===== src/rtl/alu_pkg.sv =====
// Shared types for the ALU with iterative M-extension: op codes, ALUOp selectors, FSM states.
// Includes small classification helpers used by the datapath.
package alu_pkg;

    typedef enum logic [4:0] {
        OP_AND    = 5'b00000,
        OP_OR     = 5'b00001,
        OP_ADD    = 5'b00010,
        OP_XOR    = 5'b00011,
        OP_SLL    = 5'b00100,
        OP_SRL    = 5'b00101,
        OP_SUB    = 5'b00110,
        OP_SRA    = 5'b00111,
        OP_SLT    = 5'b01000,
        OP_SLTU   = 5'b01001,
        OP_MUL    = 5'b01010,
        OP_MULH   = 5'b01011,
        OP_MULHSU = 5'b01100,
        OP_MULHU  = 5'b01101,
        OP_DIV    = 5'b01110,
        OP_DIVU   = 5'b01111,
        OP_REM    = 5'b10000,
        OP_REMU   = 5'b10001
    } alu_op_t;

    localparam logic [1:0] ALUOP_ADD   = 2'b00;
    localparam logic [1:0] ALUOP_SUB   = 2'b01;
    localparam logic [1:0] ALUOP_RTYPE = 2'b10;
    localparam logic [1:0] ALUOP_ITYPE = 2'b11;

    typedef enum logic [1:0] {
        IDLE = 2'b00,
        ITER = 2'b01,
        DONE = 2'b10
    } state_t;

    function automatic logic is_mul(input alu_op_t op);
        return op inside {OP_MUL, OP_MULH, OP_MULHSU, OP_MULHU};
    endfunction

    function automatic logic is_div(input alu_op_t op);
        return op inside {OP_DIV, OP_DIVU, OP_REM, OP_REMU};
    endfunction

    function automatic logic is_rem(input alu_op_t op);
        return op inside {OP_REM, OP_REMU};
    endfunction

    function automatic logic is_mop(input alu_op_t op);
        return is_mul(op) || is_div(op);
    endfunction

    function automatic logic a_is_signed(input alu_op_t op);
        return op inside {OP_MULH, OP_MULHSU, OP_DIV, OP_REM};
    endfunction

    function automatic logic b_is_signed(input alu_op_t op);
        return op inside {OP_MULH, OP_DIV, OP_REM};
    endfunction

endpackage


===== src/rtl/alu_decode.sv =====
// Combinational decode of {instr[25], instr[30], funct3} and ALUOp into an alu_op_t.
// Undefined encodings fall back to ADD.
module alu_decode
    import alu_pkg::*;
#(
    parameter int MEXT = 1
) (
    input  logic [4:0] instr,
    input  logic [1:0] ALUOp,
    output alu_op_t    op
);

    always_comb begin
        op = OP_ADD;
        case (ALUOp)
            ALUOP_ADD: op = OP_ADD;
            ALUOP_SUB: op = OP_SUB;
            default: begin
                if (!instr[4]) begin
                    case (instr[2:0])
                        3'b000:  op = (ALUOp == ALUOP_RTYPE && instr[3]) ? OP_SUB : OP_ADD;
                        3'b001:  op = OP_SLL;
                        3'b010:  op = OP_SLT;
                        3'b011:  op = OP_SLTU;
                        3'b100:  op = OP_XOR;
                        3'b101:  op = instr[3] ? OP_SRA : OP_SRL;
                        3'b110:  op = OP_OR;
                        default: op = OP_AND;
                    endcase
                end else if (ALUOp == ALUOP_RTYPE && MEXT != 0) begin
                    case (instr[2:0])
                        3'b000:  op = OP_MUL;
                        3'b001:  op = OP_MULH;
                        3'b010:  op = OP_MULHSU;
                        3'b011:  op = OP_MULHU;
                        3'b100:  op = OP_DIV;
                        3'b101:  op = OP_DIVU;
                        3'b110:  op = OP_REM;
                        default: op = OP_REMU;
                    endcase
                end
            end
        endcase
    end

endmodule


===== src/rtl/alu_mext.sv =====
// Single-issue ALU: base ops and divide fast paths answer in one cycle, MUL*/DIV*/REM*
// iterate one bit per cycle on magnitudes, with sign fix-up folded into the final step.
module alu_mext
    import alu_pkg::*;
#(
    parameter int XLEN = 32,
    parameter int MEXT = 1
) (
    input  logic            clk,
    input  logic            rst,
    input  logic [4:0]      instr,
    input  logic [1:0]      ALUOp,
    input  logic [XLEN-1:0] op_a,
    input  logic [XLEN-1:0] op_b,
    input  logic            in_valid,
    output logic            in_ready,
    output logic [XLEN-1:0] result,
    output logic            out_valid,
    input  logic            out_ready,
    output logic            busy
);

    localparam int SH_W = $clog2(XLEN);
    localparam logic [XLEN-1:0] MOST_NEG = {1'b1, {(XLEN-1){1'b0}}};

    alu_op_t op;

    alu_decode #(.MEXT(MEXT)) u_decode (
        .instr (instr),
        .ALUOp (ALUOp),
        .op    (op)
    );

    state_t          state, state_nxt;
    logic [SH_W-1:0] cnt;
    alu_op_t         mop;
    logic            neg;
    logic [XLEN-1:0] acc, lo, opnd;

    logic            accept, start_iter, div_fast, a_neg, b_neg;
    logic [SH_W-1:0] shamt;
    logic [XLEN-1:0] mag_a, mag_b, quick_res, step_acc, step_lo, final_res;
    logic [XLEN:0]   mul_sum, div_sh, div_diff;
    logic [2*XLEN-1:0] prod, prod_fin;

    assign accept = in_valid && in_ready;
    assign shamt  = op_b[SH_W-1:0];
    assign a_neg  = a_is_signed(op) && op_a[XLEN-1];
    assign b_neg  = b_is_signed(op) && op_b[XLEN-1];
    assign mag_a  = a_neg ? -op_a : op_a;
    assign mag_b  = b_neg ? -op_b : op_b;

    // Divide by zero and MIN/-1 never enter the iterator; their answers are fixed.
    assign div_fast = is_div(op) &&
                      ((op_b == '0) || (b_is_signed(op) && op_a == MOST_NEG && op_b == '1));
    assign start_iter = accept && is_mop(op) && !div_fast;

    always_comb begin
        quick_res = op_a + op_b;
        case (op)
            OP_SUB:           quick_res = op_a - op_b;
            OP_AND:           quick_res = op_a & op_b;
            OP_OR:            quick_res = op_a | op_b;
            OP_XOR:           quick_res = op_a ^ op_b;
            OP_SLL:           quick_res = op_a << shamt;
            OP_SRL:           quick_res = op_a >> shamt;
            OP_SRA:           quick_res = XLEN'($signed(op_a) >>> shamt);
            OP_SLT:           quick_res = {{(XLEN-1){1'b0}}, $signed(op_a) < $signed(op_b)};
            OP_SLTU:          quick_res = {{(XLEN-1){1'b0}}, op_a < op_b};
            OP_DIV, OP_DIVU:  quick_res = (op_b == '0) ? '1 : op_a;
            OP_REM, OP_REMU:  quick_res = (op_b == '0) ? op_a : '0;
            default:          ;
        endcase
    end

    // acc/lo hold {high, low} product halves for MUL*, {remainder, dividend->quotient} for DIV*.
    always_comb begin
        mul_sum  = {1'b0, acc} + (lo[0] ? {1'b0, opnd} : '0);
        div_sh   = {acc, lo[XLEN-1]};
        div_diff = div_sh - {1'b0, opnd};
        if (is_mul(mop)) begin
            step_acc = mul_sum[XLEN:1];
            step_lo  = {mul_sum[0], lo[XLEN-1:1]};
        end else if (!div_diff[XLEN]) begin
            step_acc = div_diff[XLEN-1:0];
            step_lo  = {lo[XLEN-2:0], 1'b1};
        end else begin
            step_acc = div_sh[XLEN-1:0];
            step_lo  = {lo[XLEN-2:0], 1'b0};
        end
    end

    always_comb begin
        prod     = {step_acc, step_lo};
        prod_fin = neg ? -prod : prod;
        case (mop)
            OP_MUL:                       final_res = prod_fin[XLEN-1:0];
            OP_MULH, OP_MULHSU, OP_MULHU: final_res = prod_fin[2*XLEN-1:XLEN];
            OP_REM, OP_REMU:              final_res = neg ? -step_acc : step_acc;
            default:                      final_res = neg ? -step_lo : step_lo;
        endcase
    end

    always_ff @(posedge clk) begin
        if (rst) begin
            state <= IDLE;
        end else begin
            state <= state_nxt;
        end
    end

    always_comb begin
        state_nxt = state;
        case (state)
            IDLE:    if (start_iter) state_nxt = ITER;
            ITER:    if (cnt == '0) state_nxt = DONE;
            DONE:    state_nxt = IDLE;
            default: state_nxt = IDLE;
        endcase
    end

    always_comb begin
        busy     = (state == ITER);
        in_ready = !rst && (state == IDLE) && (!out_valid || out_ready);
    end

    always_ff @(posedge clk) begin
        if (rst) begin
            cnt       <= '0;
            result    <= '0;
            out_valid <= 1'b0;
            acc       <= '0;
            lo        <= '0;
            opnd      <= '0;
            mop       <= OP_ADD;
            neg       <= 1'b0;
        end else begin
            if (out_valid && out_ready) begin
                out_valid <= 1'b0;
            end
            if (accept) begin
                if (start_iter) begin
                    cnt  <= SH_W'(XLEN - 1);
                    mop  <= op;
                    neg  <= is_rem(op) ? a_neg : (a_neg ^ b_neg);
                    acc  <= '0;
                    lo   <= is_mul(op) ? mag_b : mag_a;
                    opnd <= is_mul(op) ? mag_a : mag_b;
                end else begin
                    result    <= quick_res;
                    out_valid <= 1'b1;
                end
            end else if (state == ITER) begin
                acc <= step_acc;
                lo  <= step_lo;
                if (cnt == '0) begin
                    result    <= final_res;
                    out_valid <= 1'b1;
                end else begin
                    cnt <= cnt - SH_W'(1);
                end
            end
        end
    end

endmodule


===== config.mk =====
export PLATFORM = sky130hd
export DESIGN_NAME = alu_mext
export DESIGN_NICKNAME = d
export VERILOG_FILES = /design/src/rtl/alu_pkg.sv /design/src/rtl/alu_decode.sv /design/src/rtl/alu_mext.sv
export SDC_FILE = /design/constraint.sdc
export NUM_CORES = 1
export LEC_CHECK = 0
export CAP_MARGIN = 0
export CELL_PAD_IN_SITES_DETAIL_PLACEMENT = 1
export CELL_PAD_IN_SITES_GLOBAL_PLACEMENT = 1
export CORE_AREA = 3 3 251 253
export CTS_BUF_LIST = sky130_fd_sc_hd__clkbuf_2 sky130_fd_sc_hd__clkbuf_4 sky130_fd_sc_hd__clkbuf_8
export DETAILED_ROUTE_END_ITERATION = 7
export DIE_AREA = 0 0 254 256
export PLACE_DENSITY = 0.74
export SLEW_MARGIN = 20
export SYNTH_ARGS = -nofsm -noshare
export SYNTH_HDL_FRONTEND = slang
export SYNTH_SLANG_ARGS = --single-unit

===== constraint.sdc =====
create_clock -name clk -period 6.6 [get_ports clk]
set_input_delay 0.99 -clock clk [delete_from_list [all_inputs] [get_ports clk]]
set_output_delay 0.99 -clock clk [all_outputs]
set_load 0.01 [all_outputs]

==> impl_results.md <==
- Worst Hold Path Cells: 2
- Grt ovf: 0
- Final setup vio count: 0
- Path depth of the worst reg2reg path: 22
- DRC viols: 0
- Most frequent cells in the layout: 452 x nor2_1, 331 x a21oi_1, 317 x nand2_1
- Pleak: 10.3 nW
- CTS sink cnt: 142
- Final period demand of the worst path: 6.06 ns
- Total track usage: 38.9%
- Wire per inst: 30.0 um
- Slew @ Worst Pin: 1.05 ns
- Synth Net Count: 3775
- Post-Synthesis Cells: 3528
- Layout cells sized above 1: 9.09%
- Core region area: 61300 sq um
- Die Area: 65000 sq um
- Avg Cell Area, Syn: 6.88 sq um
- Main synth FF type: dfxtp_1
- TritonCTS buffer count: 17
- Crit-path max FO: 5
- Clock Skew: 0.0150 ns
- Vias in the first global route: 29300
- TritonRoute pass-1 iters: 6
- Largest net degree at the start of global routing: 81
- Slew Limit Headroom: 29.2%
- Final Hold Viols: 0
- WL final: 130000 um
- Total number of vias: 29700
- CTS tree: done
- Commonest non-fill, non-tap cell in the layout: nor2_1
- CP Data Required Time: 6.95 ns
- Clk pin slew, worst setup/hold paths: 0.09 ns
- DP Area: 26400 sq um
- Worst VDD drop: 0.130 mV
- Status: complete, no violations
- Gp weighted congestion: 1.07
- Global-route wire length before repair: 192000 um
- PwrDens: 169 nW/um^2
- Distinct cell type count after synthesis: 116
- # hold bufs at CTS: 0
- Setup bufs post-CTS: 0
- Max Buffers Root-to-Sink: 2
- Maximum clock frequency: 165 MHz
- Post-synthesis sequential area ratio: 11.7%
- Post-route cell area: 26800 sq um
- WHS Endpoint: opnd[28]$_SDFFE_PP0P_
- HP Class: flip-flop to flip-flop
- NumNets Final: 3780
- RSZ-0062 raised after global routing: false
- Reg-to-Reg End: result[10]$_SDFFE_PP0P_
- Asr flop ratio synth: 0%
- CTS root buffer: clkbuf_8
- Final setup TNS: 0 ns
- Max-cap violations: 0
- Hold Startpoint: opnd[28]$_SDFFE_PP0P_
- Cell Area, Synth: 24300 sq um
- FP Rows: 91
- WHS: 0.454 ns
- Die Y: 256 um
- Initial Util: 39.7%
- Max Slew Vio Count: 0
- FILL cells: 7912
- CP arrival: 6.41 ns
- Reg2reg setup slack: 0.54 ns
- Final worst-path cycle share: 91.8%
- Die X: 254 um
- Initial DRC count: 3285
- CP Launch Type: flip-flop
- Clk_lat worst skew: 0.51 ns
- CTS H-Tree Depth: 4
- DP HPWL: 104000 um
- Area delta synth->final: 10.4%
- Post-route ant nets: 0
- Synth Register Bits: 142
- # IOs: 110
- CP Class: flip-flop to flip-flop
- CTS resizes: 0
- Initial antenna violation count: 7
- Yosys warns: 0
- Critical path's slowest cell: a22oi_1
- Post-synth EDFFs: 0
- Buffers on Ports: 109
- Setup crit end kind: flip-flop
- CP Cell Sequence: inv_1, ha_1, fa_1, nand2b_1, a21oi_2, o21ai_1, a21boi_2, o21ai_2, nand2_2, nor2_1, a21oi_1, ha_1, nand4b_1, nand2b_1, inv_2, nand4_1, o31a_1, o31ai_2, o221a_2, o21ai_0, a22oi_1, a211oi_1
- CP max stage delay: 0.52 ns
- Reg-to-Reg Start: lo[31]$_SDFFE_PP0P_
- Post-DR vias/cell: 6.85
-- report_power, final --
group	internal [mW]	switching (mW)	leakage, nW	total (mW)
logic	0.953	1.96	8.97	2.91
clock network	0.315	0.372	0.176	0.688
registers	0.891	0.0454	1.15	0.937
-- synth_stat cells (all sizes together), types with 67 or more instances --
library cell  number  share of area [%]
nor2             458                7.1
a21oi            337                7.1
nand2            321                5.0
o21ai            272                5.7
clkbuf           194                3.0
ha               168                8.7
inv              162                2.5
dfxtp            142                 12
xnor2            129                4.7
nor3              96                2.1
mux2i             76                3.1
a211oi            74                2.3
o211ai            71                2.2
nand3             70                1.5
buf               67                1.3
-- worst max-delay path by stage --
stage,slack (ns),from,cells past startpoint,to
after CTS,0.64,lo[31]$_SDFFE_PP0P_,22,result[10]$_SDFFE_PP0P_
after global routing,0.29,lo[31]$_SDFFE_PP0P_,21,result[24]$_SDFFE_PP0P_
after detailed placement,0.56,op_a[1],16,result[26]$_SDFFE_PP0P_
after global placement,0.71,op_b[1],16,result[13]$_SDFFE_PP0P_
after floorplan,1.35,op_b[2],19,result[31]$_SDFFE_PP0P_
final,0.54,lo[31]$_SDFFE_PP0P_,22,result[10]$_SDFFE_PP0P_
-- registers in the layout (all words and copies together), names as in the netlist --
| signal | count |
|---|---|
| acc | 32 |
| cnt | 5 |
| lo | 32 |
| mop | 5 |
| neg | 1 |
| opnd | 32 |
| out_valid | 1 |
| result | 32 |
| state | 2 |
-- stage by stage --
step                      total power [mW]  instances  util [%]  worst slack (ns)
after floorplan                       2.71       3528         -              1.35
after global placement                3.72       4304      43.2             0.708
after detailed placement              3.76       4304      43.2             0.556
after CTS                             4.45       4334      43.8             0.642
after global routing                  4.73       4335      43.8             0.288
final                                 4.54       4336      43.8             0.539
-- routing by layer --
layer | vias to the layer above | GRT usage (%) | part of all wire [%]
li1 | 13100 | - | -
met1 | 14600 | 46.9 | 38
met2 | 1555 | 63.1 | 45
met3 | 448 | 5.83 | 7.6
met4 | 10 | 27.7 | 8.4
met5 | - | 0 | 0.049
-- cells by family (layout without fill, tap and decap cells) --
group	after synthesis	in the layout	synth area share (%)
compound gates	1274	1274	34.8
other cells	0	2	0
buf+inv	426	442	6.83
flops	142	142	11.7
simple gates	1206	1206	22.9
fa+ha+maj	172	172	8.98
mux	138	138	8.56
xor+xnor	170	170	6.16
-- final cells by class --
class / count / area [sq um] / share of cell area (%)
well taps: 790 / 988 / 3.69
clock buffers: 20 / 269 / 1.00
multi-input cells: 2960 / 19900 / 74.1
repair buffers: 247 / 2130 / 7.96
inverters: 165 / 619 / 2.31
diodes: 2 / 5.00 / 0.0187
flip-flops and latches: 142 / 2840 / 10.6
clock inverters: 10 / 92.6 / 0.345
-- critical path: cells and delay by family (launching register included) --
| kind | cells | cell delay [ns] |
|---|---|---|
| buffers and inverters | 2 | 0.17 |
| and+or+nand+nor | 6 | 1.18 |
| AOI/OAI and AO/OA | 11 | 3.33 |
| adders and majority gates | 3 | 0.90 |
| DFF | 1 | 0.34 |
Note: power is estimated with default switching activity, not from simulation.
